===== src/rtl/evm_multi_candidate_core.sv =====
// rtl/evm_multi_candidate_core.sv - parametrised EVM core with saturating tallies, tie and range checks
module evm_multi_candidate_core #(
  parameter int NUM_CAND = 4,
  parameter int WIDTH    = 8,
  parameter int IDX_W    = $clog2(NUM_CAND)
) (
  input  logic                clk,
  input  logic                rst,
  input  logic                switch_on_evm,
  input  logic                candidate_ready,
  input  logic [NUM_CAND-1:0] vote_candidate,
  input  logic                voting_session_done,
  input  logic [IDX_W-1:0]    display_results,
  input  logic                display_winner,
  output logic [IDX_W-1:0]    candidate_name,
  output logic                invalid_results,
  output logic [WIDTH-1:0]    results,
  output logic                voting_in_progress,
  output logic                voting_done,
  output logic                tie_detected
);

  typedef enum logic [2:0] {IDLE, WAIT_READY, ARMED, RELEASE, DONE} state_t;

  localparam logic [WIDTH-1:0] TALLY_MAX = '1;

  state_t            r_state;
  state_t            w_next;
  logic [WIDTH-1:0]  r_tally [NUM_CAND];
  logic              w_onehot;
  logic [IDX_W-1:0]  w_vote_idx;
  logic [WIDTH-1:0]  w_max;
  logic [IDX_W-1:0]  w_win_idx;
  logic              w_tie;
  logic              w_in_range;

  assign w_onehot   = $onehot(vote_candidate);
  assign w_in_range = int'(display_results) < NUM_CAND;

  always_comb begin
    w_vote_idx = '0;
    for (int i = 0; i < NUM_CAND; i++) begin
      if (vote_candidate[i]) w_vote_idx = IDX_W'(i);
    end
  end

  // Strict '>' keeps the lowest index; an equal later tally marks a shared maximum.
  always_comb begin
    w_max     = r_tally[0];
    w_win_idx = '0;
    w_tie     = 1'b0;
    for (int i = 1; i < NUM_CAND; i++) begin
      if (r_tally[i] > w_max) begin
        w_max     = r_tally[i];
        w_win_idx = IDX_W'(i);
        w_tie     = 1'b0;
      end else if (r_tally[i] == w_max) begin
        w_tie = 1'b1;
      end
    end
  end

  always_comb begin
    w_next = r_state;
    if (!switch_on_evm) begin
      w_next = IDLE;
    end else begin
      case (r_state)
        IDLE:       w_next = WAIT_READY;
        WAIT_READY: begin
          if (voting_session_done)  w_next = DONE;
          else if (candidate_ready) w_next = ARMED;
        end
        ARMED: begin
          if (voting_session_done) w_next = DONE;
          else if (w_onehot)       w_next = RELEASE;
        end
        RELEASE: begin
          if (voting_session_done) w_next = DONE;
          else if (vote_candidate == '0 && !candidate_ready) w_next = WAIT_READY;
        end
        DONE:       w_next = DONE;
        default:    w_next = IDLE;
      endcase
    end
  end

  always_ff @(posedge clk or negedge rst) begin
    if (!rst) begin
      r_state <= IDLE;
    end else begin
      r_state <= w_next;
    end
  end

  always_ff @(posedge clk or negedge rst) begin
    if (!rst) begin
      for (int i = 0; i < NUM_CAND; i++) r_tally[i] <= '0;
    end else if (!switch_on_evm) begin
      for (int i = 0; i < NUM_CAND; i++) r_tally[i] <= '0;
    end else if (r_state == ARMED && !voting_session_done && w_onehot) begin
      if (r_tally[w_vote_idx] != TALLY_MAX) r_tally[w_vote_idx] <= r_tally[w_vote_idx] + 1'b1;
    end
  end

  // Outputs follow the next state so they line up with the state register.
  always_ff @(posedge clk or negedge rst) begin
    if (!rst) begin
      candidate_name     <= '0;
      invalid_results    <= 1'b0;
      results            <= '0;
      voting_in_progress <= 1'b0;
      voting_done        <= 1'b0;
      tie_detected       <= 1'b0;
    end else begin
      voting_in_progress <= (w_next == ARMED) || (w_next == RELEASE);
      voting_done        <= (w_next == DONE);
      candidate_name     <= '0;
      invalid_results    <= 1'b0;
      results            <= '0;
      tie_detected       <= 1'b0;
      if (w_next == DONE) begin
        tie_detected <= w_tie;
        if (display_winner) begin
          candidate_name  <= w_win_idx;
          results         <= w_max;
          invalid_results <= w_tie;
        end else begin
          candidate_name  <= display_results;
          if (w_in_range) begin
            results <= r_tally[display_results];
          end else begin
            invalid_results <= 1'b1;
          end
        end
      end
    end
  end

endmodule

===== config.mk =====
export PLATFORM = sky130hd
export DESIGN_NAME = evm_multi_candidate_core
export DESIGN_NICKNAME = d
export VERILOG_FILES = /design/src/rtl/evm_multi_candidate_core.sv
export SDC_FILE = /design/constraint.sdc
export NUM_CORES = 1
export LEC_CHECK = 0
export CAP_MARGIN = 20
export CORE_ASPECT_RATIO = 0.5
export CORE_UTILIZATION = 55
export CTS_CLUSTER_DIAMETER = 150
export DETAILED_ROUTE_END_ITERATION = 16
export GPL_TIMING_DRIVEN = 0
export PLACE_DENSITY_LB_ADDON = 0.1
export REMOVE_ABC_BUFFERS = 1
export SLEW_MARGIN = 15
export SYNTH_ARGS = -nofsm -noshare
export SYNTH_HDL_FRONTEND = slang
export SYNTH_SLANG_ARGS = --single-unit

===== constraint.sdc =====
create_clock -name clk -period 9.1 [get_ports clk]
set_input_delay 1.82 -clock clk [delete_from_list [all_inputs] [get_ports clk]]
set_output_delay 1.82 -clock clk [all_outputs]
set_load 0.01 [all_outputs]

==> impl_metrics.ini <==
[pwr]
pwr_density_cell_nw_per_um2 = 118
max-vdd-ir-drop_uv = 64.6
p_leak_nw = 1.59

[placement]
hpwlAfterDp_um = 7210
dpl-instance-area_um2 = 3890
gp_routability_congestion = 0.872
io_buffers = 25

[clock_network]
cts-root-buf = clkbuf_16
clock-sinks = 49
cts.clk_slew.worst_paths_ps = 70
worstSkewPairLatency_ps = 300
cts_inserted_buffers = 5
ctsLongestPathBuffers = 2
cts_resized = 0
cts_setup_buffers = 0
cts_hold_buf = 0
cts_max_level = 2
cts_tree = built

[floorplanning]
dieArea_um2 = 6950
die_x_um = 117
row_count = 20
io_pins = 26
start_util_pct = 58.5
coreArea_um2 = 6210
die_y_um = 59.4

[timing]
fmax_ghz = 0.150
fin_skew_ps = 6.11
worst_pin_slew_ps = 1110
min_period_over_period_pct = 73.2
rsz0062_at_grt = false
setup_viol = 0
slew_viol_final = 0
period_minus_slack_ps = 6660
max_slew_margin_pct = 25.7
hold_viol = 0
finalSetupTns_ps = 0

[critical_path]
reg2reg_setup_slack_ps = 2440
cp-end-kind = register
crit_family = compound AO/OA/AOI/OAI gates
r2r_end = results[5]
cp_num_buf_inv = 1
critPathArrivalTime_ps = 6790
r2r_start = r_tally[30]
critPathMaxStageDelay_ps = 860
worst_r2r_path_depth = 20
critPathMaxFanout = 12
critical_path.startpoint = r_tally[30]
slowest_stage = a21oi_1
start_kind = register
worstSetupPathType = register to register
cp_cell_sequence = inv_1, ha_1, nand2_1, o21ai_0, mux2i_1, a21oi_1, mux2i_1, ha_1, nor2b_1, o21a_1, o21a_1, o31ai_2, mux2_2, ha_1, and3_1, a221oi_1, o22ai_1, nand2b_1, nor2b_1, a221oi_1
required_ps = 9220
crit_top_cell = ha_1

[yosys]
synth-edff-count = 0
async_reset_ff_share_pct = 100
yosys_warnings = 0
ys_seq_area_share_pct = 33.8
syn_avg_cell_area_um2 = 9.45
synth_area_um2 = 3630
synth_cell_types = 58
syn_inst = 384
synth_seq_cells = 49
ys.flop_type = dfrtp_1

[final_layout]
fin_nets = 436
fin_area_um2 = 4060
num-fill-cells = 525
final_util_pct = 65.5
drive_gt1_share_pct = 10.1
area_growth_pct = 12.0
diodes = 0

[drt]
route.met3.wl_um = 812
drt-met1-wl_um = 4610
drtIter0Drc = 459
drc_errors = 0
dr.pass1.iters = 6
highest_layer = met4
vias = 3258
wl_um = 9720
dr_wl_met2_um = 4180
avgRoutedWirePerCell_um = 20.1
ant_nets = 0
vias_per_cell = 6.73

[global_routing]
grtUsageTotal_pct = 30.4
grt_first_pass_wirelength_um = 15400
grt_max_degree = 36
antenna_found_initial = 0
overflow = 0
grt_pass1_vias = 2926

[worst_hold_path]
hp-start = r_state[1]
holdPathEnd = voting_done
hold_path_class = register to register
hold_depth = 3

[run]
maxCapViolCount = 0

[outcome]
status = completed
metrics by stage:
step,cells,hold slack [ps],total power [mW],setup WS [ps]
after global routing,484,663,0.498,2030
after floorplan,360,558,0.255,3350
final,484,599,0.481,2440
after CTS,482,609,0.483,2540
after detailed placement,474,599,0.284,2560
after global placement,473,594,0.282,2230
flip-flops by register name (all words and copies together) (netlist names):
name	flops
voting_done	1
invalid_results	1
voting_in_progress	1
tie_detected	1
r_tally	32
r_state	3
candidate_name	2
results	8
cell type report:
cell class / instances / area (um2) / share of cell area (%)
well taps: 88 / 110 / 2.71
inverters: 29 / 109 / 2.68
repair buffers: 28 / 284 / 6.99
clock inverters: 1 / 5.00 / 0.123
multi-input cells: 282 / 2180 / 53.6
flip-flops and latches: 49 / 1230 / 30.2
clock buffers: 7 / 153 / 3.76
kinds of logic after synthesis:
group                      count (synthesis)  synth area share (%)
AOI/OAI and AO/OA                        107                  20.7
xor gates and xnor gates                   5                  1.21
adders and majority gates                 29                  10.2
buffers and inverters                     53                  6.38
DFF                                       49                  33.8
muxes                                     29                  11.1
and+or+nand+nor                          112                  16.6
Yosys cell counts, drive strengths merged, types with 5 or more instances:
cell | instances | area [um2]
nand3 | 10 | 55.1
a21oi | 35 | 175
a31oi | 7 | 43.8
nor2 | 14 | 52.6
o221ai | 8 | 70.1
dfrtp | 49 | 1230
inv | 29 | 109
nor2b | 9 | 56.3
nor3 | 35 | 175
a221oi | 10 | 93.8
ha | 28 | 350
mux2 | 9 | 101
mux2i | 12 | 120
nand2 | 19 | 71.3
a211oi | 5 | 37.5
o31ai | 6 | 73.8
mux4 | 8 | 180
clkbuf | 14 | 52.6
buf | 10 | 70.1
o21ai | 17 | 85.1
nand4 | 6 | 37.5
tightest hold or removal path, delay by kind of cell, from the launching register on:
kind / cells / cell delay, ps
DFF: 1 / 350
and+or+nand+nor: 2 / 140
AOI/OAI and AO/OA: 1 / 70
report_power, final:
part	switching, mW	leakage (nW)	internal [mW]
Clock	0.0830	0.0799	0.117
Sequential	0.00223	0.680	0.222
Combinational	0.0354	0.831	0.0222
layer usage:
metal,vias to the layer above,track usage (%)
met5,-,0
met4,0,9.58
met3,26,6.54
met2,160,46.4
met1,1593,43.3
li1,1479,-
layout by cell type, fill, tap and decap left out, drive strengths merged, types with 3 or more instances in the layout:
cell type,netlist,layout
dfrtp,49,49
a21oi,35,35
nor3,35,35
inv,29,29
ha,28,28
clkdlybuf4s50,0,24
nand2,19,19
o21ai,17,17
nor2,14,14
mux2i,12,12
a221oi,10,10
nand3,10,10
nor2b,9,9
mux2,9,9
mux4,8,8
o221ai,8,8
a31oi,7,7
clkbuf,14,7
nand4,6,6
o31ai,6,6
a211oi,5,5
o21a,4,4
o221a,4,4
xor2,4,4
buf,10,4
and3,3,3
o32ai,3,3
how the worst max path moves through the flow:
| stage | end | cells after the start |
|---|---|---|
| floorplan | results[0] | 20 |
| global placement | results[3] | 20 |
| detailed placement | results[5] | 20 |
| CTS | results[5] | 20 |
| global route | results[6] | 19 |
| finish | results[5] | 20 |
Note: power is estimated with default switching activity, not from simulation.
